$ cat config.mk
export PLATFORM = sky130hd
export DESIGN_NAME = bcd_disp_sched
export DESIGN_NICKNAME = d
export VERILOG_FILES = /design/src/rtl/bcd_disp_sched.sv
export SDC_FILE = /design/constraint.sdc
export NUM_CORES = 1
export LEC_CHECK = 0
export ABC_AREA = 1
export BUFFER_PORTS_ARGS = -buffer_cell sky130_fd_sc_hd__buf_2
export CAP_MARGIN = 20
export CORE_MARGIN = 8
export CORE_UTILIZATION = 46
export DETAILED_ROUTE_END_ITERATION = 12
export PLACE_DENSITY = 0.72
export SLEW_MARGIN = 20
export SYNTH_ARGS = -nofsm -noshare
export SYNTH_HDL_FRONTEND = slang
export SYNTH_SLANG_ARGS = --single-unit
$ cat constraint.sdc
create_clock -name clk -period 2.6 [get_ports clk]
set_clock_uncertainty 0.2 [all_clocks]
set_input_delay 0.52 -clock clk [delete_from_list [all_inputs] [get_ports clk]]
set_output_delay 0.52 -clock clk [all_outputs]
set_load 0.01 [all_outputs]
$ cat src/rtl/bcd_disp_sched.sv
// bcd_disp_sched
//   Shares one external binary-to-BCD converter between two requesters and
//   scans the stored result of one of them onto a 4-digit multiplexed
//   display.
//
// Ports
//   clk                 system clock, all state on the rising edge
//   rst                 asynchronous active-low reset
//   req[1:0]            per-requester conversion request (level)
//   val0, val1          14-bit binary operands, stable while the matching req is high
//   ack[1:0]            one-cycle completion pulse to the granted requester
//   disp_sel            selects which requester's digit bank is scanned out
//   conv_start          one-cycle start pulse to the converter
//   conv_value          converter operand, clamped to 9999, held until done
//   conv_done           converter completion, only looked at while waiting
//   conv_a..conv_d      converter digits, thousands down to ones
//   an[3:0]             active-low digit enables
//   bcd_out[3:0]        digit for the currently enabled position
//   busy                controller is not idle
//   err                 sticky conversion-timeout flag
//   dbg_state[1:0]      controller state, for observation only
//
// Handshakes: a requester raises req[i] with val<i> stable and keeps it high
// until it sees ack[i]. The grant is decided in IDLE from the live req
// value; the converter sees conv_start for one cycle with conv_value already
// valid, and answers with conv_done while the controller waits. A request
// dropped after the grant still completes and is still acknowledged.
module bcd_disp_sched #(
  parameter int SCAN_DIV     = 1000,
  parameter int CONV_TIMEOUT = 64
) (
  input  logic        clk,
  input  logic        rst,
  input  logic [1:0]  req,
  input  logic [13:0] val0,
  input  logic [13:0] val1,
  output logic [1:0]  ack,
  input  logic        disp_sel,
  output logic        conv_start,
  output logic [13:0] conv_value,
  input  logic        conv_done,
  input  logic [3:0]  conv_a,
  input  logic [3:0]  conv_b,
  input  logic [3:0]  conv_c,
  input  logic [3:0]  conv_d,
  output logic [3:0]  an,
  output logic [3:0]  bcd_out,
  output logic        busy,
  output logic        err,
  output logic [1:0]  dbg_state
);

  typedef enum logic [1:0] {
    IDLE  = 2'd0,
    START = 2'd1,
    WAIT  = 2'd2,
    STORE = 2'd3
  } state_t;

  localparam int TW = $clog2(CONV_TIMEOUT + 1);
  localparam logic [TW-1:0] WAIT_LAST = TW'(CONV_TIMEOUT - 1);
  localparam int SW = (SCAN_DIV > 1) ? $clog2(SCAN_DIV) : 1;
  localparam logic [SW-1:0] SCAN_LAST = SW'(SCAN_DIV - 1);

  state_t        state, state_nx;
  logic          gnt, gnt_nx;     // index of the granted requester
  logic          rr_pri;          // requester that wins when both ask
  logic          latch_en;
  logic          wait_expired;
  logic          timed_out;       // last wait ended without conv_done
  logic [TW-1:0] wait_cnt;
  logic [13:0]   sel_val;
  logic [13:0]   clamped;
  logic [15:0]   bank0, bank1;
  logic [15:0]   shown;
  logic [SW-1:0] scan_cnt;
  logic [1:0]    scan_idx;

  assign wait_expired = (wait_cnt == WAIT_LAST);
  assign sel_val      = gnt_nx ? val1 : val0;
  assign clamped      = (sel_val > 14'd9999) ? 14'd9999 : sel_val;

  always_comb begin
    state_nx = state;
    gnt_nx   = gnt;
    latch_en = 1'b0;
    case (state)
      IDLE: begin
        if (req != 2'b00) begin
          latch_en = 1'b1;
          state_nx = START;
          gnt_nx   = (req == 2'b11) ? rr_pri : req[1];
        end
      end
      START: state_nx = WAIT;
      WAIT: begin
        if (conv_done || wait_expired) state_nx = STORE;
      end
      STORE: state_nx = IDLE;
      default: state_nx = IDLE;
    endcase
  end

  // Moore outputs: all decode the current state, so reset clears them at once.
  assign conv_start = (state == START);
  assign busy       = (state != IDLE);
  assign ack        = (state == STORE) ? (gnt ? 2'b10 : 2'b01) : 2'b00;
  assign dbg_state  = state;

  always_ff @(posedge clk or negedge rst) begin
    if (!rst) begin
      state      <= IDLE;
      gnt        <= 1'b0;
      rr_pri     <= 1'b0;
      conv_value <= '0;
      wait_cnt   <= '0;
      timed_out  <= 1'b0;
      err        <= 1'b0;
      bank0      <= '0;
      bank1      <= '0;
    end else begin
      state <= state_nx;
      gnt   <= gnt_nx;
      if (latch_en) begin
        conv_value <= clamped;
        rr_pri     <= ~gnt_nx;
      end
      wait_cnt <= (state == WAIT) ? wait_cnt + 1'b1 : '0;
      // Only meaningful on the WAIT->STORE step; STORE always follows.
      if (state == WAIT) timed_out <= !conv_done && wait_expired;
      if (state == WAIT && !conv_done && wait_expired) err <= 1'b1;
      if (state == STORE && !timed_out) begin
        if (gnt) bank1 <= {conv_a, conv_b, conv_c, conv_d};
        else     bank0 <= {conv_a, conv_b, conv_c, conv_d};
      end
    end
  end

  // Display scan, free-running regardless of controller state.
  always_ff @(posedge clk or negedge rst) begin
    if (!rst) begin
      scan_cnt <= '0;
      scan_idx <= 2'd0;
    end else if (scan_cnt == SCAN_LAST) begin
      scan_cnt <= '0;
      scan_idx <= scan_idx + 2'd1;
    end else begin
      scan_cnt <= scan_cnt + 1'b1;
    end
  end

  assign shown = disp_sel ? bank1 : bank0;
  assign an    = ~(4'b0001 << scan_idx);

  always_comb begin
    bcd_out = shown[15:12];
    case (scan_idx)
      2'd0: bcd_out = shown[15:12];
      2'd1: bcd_out = shown[11:8];
      2'd2: bcd_out = shown[7:4];
      2'd3: bcd_out = shown[3:0];
      default: bcd_out = shown[15:12];
    endcase
  end

endmodule

==> flow_summary.json <==
{
  "diodes": 0,
  "die_h_um": 105,
  "wl_mm": 8.45,
  "vias": 3062,
  "synth_top_family_by_area": "simple AND/OR/NAND/NOR gates",
  "crit_arrival_ns": 1.75,
  "drive_gt1_share_pct": 23.9,
  "cp-end-kind": "output pin",
  "wl_per_cell_um": 13.5,
  "clockRootBuffer": "clkbuf_8",
  "cts.sinks": 71,
  "hold_class": "in -> async",
  "maxSlewViolCount": 0,
  "dieArea_um2": 10900,
  "syn_avg_cell_area_um2": 8.24,
  "most-common-layout-cells": "124 x nand2_1, 78 x buf_2, 71 x dfrtp_1",
  "syn_nets": 500,
  "p_leak_uw": 0.00224,
  "yosysSeqAreaShare_pct": 49.2,
  "finalHoldViolations": 7,
  "antenna_found_initial": 0,
  "cp-startpoint": "scan_idx[1]",
  "finalNetCount": 580,
  "post_dp_cell_area_um2": 4120,
  "slowest_delay_ns": 0.40,
  "cts_tree": "done",
  "crit_chain": "inv_1, ha_2, nand2_1, nand3_1, nand2_1, o22ai_1, buf_2",
  "cp_max_fo": 9,
  "path_class": "reg -> out",
  "period_share_pct": 95.2,
  "cts_hold_buf": 0,
  "cts_resized": 0,
  "ant_nets": 0,
  "die_w_um": 105,
  "synth_compound_area_share_pct": 14.9,
  "synth-simple-area-share_pct": 23.6,
  "drt_iter0_drc": 148,
  "maxSlewHeadroom_pct": 46.0,
  "gp_congestion": 0.830,
  "violations": "hold timing",
  "area_growth_pct": 20.0,
  "yosysUniqueCellTypes": 27,
  "synth.area.top_cells": "dfrtp_1 49%, nand2_1 13%, o21ai_0 6.1%",
  "numCtsBuffers": 9,
  "muxShareOfSynthArea_pct": 0,
  "drc": 0,
  "holdWs_ns": -0.0160,
  "synthAdderAreaFrac_pct": 4.16,
  "cp_common_cell": "nand2_1",
  "final_common_cell": "nand2_1",
  "grt.overflow.total": 0,
  "vdd_ir_drop_max_uv": 570,
  "clk_pin_slew_ns": 0.08,
  "port_buffers": 78,
  "viasPerCell": 4.90,
  "hpwl_mm": 6.26,
  "syn_area_um2": 3610,
  "final_area_um2": 4330,
  "grtUsageTotal_pct": 15.7,
  "worstPathRequired_ns": 1.88,
  "fmax_mhz": 404,
  "post-cts-setup-buffer-count": 0,
  "grt_pass1_wl_mm": 14.4,
  "syn_inst": 438,
  "start_util_pct": 47.0,
  "finalCriticalPeriod_ns": 2.47,
  "p_per_area_nw_per_um2": 1010,
  "cp_slowest_cell": "dfrtp_1",
  "synth_top_area_share_pct": 49.2,
  "yosysWarnings": 0,
  "synth_xor_area_share_pct": 0.728,
  "cts_max_path_buffers": 2,
  "worst_pin_slew_ns": 0.804,
  "io_pins": 79,
  "htree_levels": 3,
  "synth-seq-cells": 71,
  "status": "finished with violations",
  "dr.pass1.iters": 4,
  "clock_latency_ns": 0.34,
  "grt_max_degree": 72,
  "drv_cap": 0,
  "yosysTopAreaCell": "dfrtp_1",
  "first_global_vias": 3181,
  "setup-violations-final": 0,
  "row_count": 32,
  "timing.setup.tns_ns": 0,
  "n_fill_cell": 756,
  "core-area_um2": 7690,
  "r2r_start": "dbg_state[0]",
  "startpoint_type": "flop"
}
==> flip-flops by register name, indices dropped and copies added, names as in the netlist <==
signal,cells
bank0,16
wait_cnt,7
scan_cnt,10
bank1,16
timed_out,1
rr_pri,1
conv_value,14
scan_idx,2
err,1
dbg_state,2
gnt,1
==> layer usage <==
| metal | part of all wire [%] | vias up | GRT usage (%) |
|---|---|---|---|
| met5 | 0 | - | 0 |
| met4 | 1.9 | 0 | 6.73 |
| met3 | 3.7 | 14 | 3.19 |
| met2 | 51 | 60 | 27.6 |
| met1 | 43 | 1433 | 18.3 |
| li1 | - | 1555 | - |
==> path summary, 6_finish.rpt <==
path / endpoint / slack (ns) / depth (start not counted)
setup / recovery: bcd_out[0] / 0.13 / 7
hold / removal: bank1[9] / -0.02 / 2
setup reg to reg: conv_value[6] / 0.29 / 16
hold reg to reg: scan_cnt[0] / 0.27 / 1
max in group asynchronous: conv_value[10] / 1.89 / 2
min in group clk: bank1[6] / 0.24 / 3
==> cell usage after synthesis <==
library cell / instances
clkbuf_1: 12
nand2_4: 4
nand2_1: 124
o22ai_1: 4
a21oi_1: 28
inv_1: 49
nand2_2: 8
o21ai_2: 1
nand3_1: 20
buf_6: 1
clkinv_1: 1
nand4_1: 1
dfrtp_1: 71
o21ai_4: 1
a21oi_4: 7
buf_12: 1
nor2_4: 1
nor2_1: 34
buf_1: 1
ha_1: 12
nor3_1: 5
a31oi_1: 1
and3_1: 1
nor3b_1: 2
xor2_1: 3
o21a_1: 1
o21ai_0: 44
==> layout make-up <==
type                       instances  area (µm²)  area share (%)
multi-input combinational        302        1570            36.3
timing repair buffer              84         460            10.6
tap                              102         128            2.94
clock inverter                     5        56.3            1.30
inverter                          50         188            4.33
clock buffer                      11         151            3.49
sequential                        71        1780            41.0
==> kinds of logic (layout without fill, tap and decap cells) <==
family	Yosys count	in the layout
AND/OR/NAND/NOR	200	200
buffers and inverters	65	150
AO/OA/AOI/OAI	87	87
flip-flops	71	71
XOR/XNOR	3	3
adder cells (fa/ha/maj)	12	12
==> critical path, delay by kind of cell (launching register included) <==
kind / cells / cell delay, ns
adders and majority gates: 1 / 0.32
and+or+nand+nor: 3 / 0.26
buffers and inverters: 2 / 0.31
DFF: 1 / 0.40
AOI/OAI and AO/OA: 1 / 0.13
==> report_power, final <==
group / leakage (µW) / switching (µW) / internal (µW)
logic: 0.00126 / 1100 / 665
registers: 0.000874 / 220 / 1490
clock network: 0.000105 / 411 / 494
total: 0.00224 / 1730 / 2650
==> metrics by stage <==
| stage | setup WS (ns) | util (%) | instances | power, µW |
|---|---|---|---|---|
| 2_1_floorplan | 0.396 | - | 438 | 2970 |
| 3_3_place_gp | 0.412 | 53.6 | 609 | 3420 |
| 3_5_place_dp | 0.292 | 53.6 | 609 | 3510 |
| 4_1_cts | 0.00299 | 56.3 | 625 | 4420 |
| 5_1_grt | -0.000623 | 56.4 | 625 | 4730 |
| 6_report | 0.126 | 56.4 | 625 | 4380 |
No activity file was read; power rests on OpenSTA's default activity.
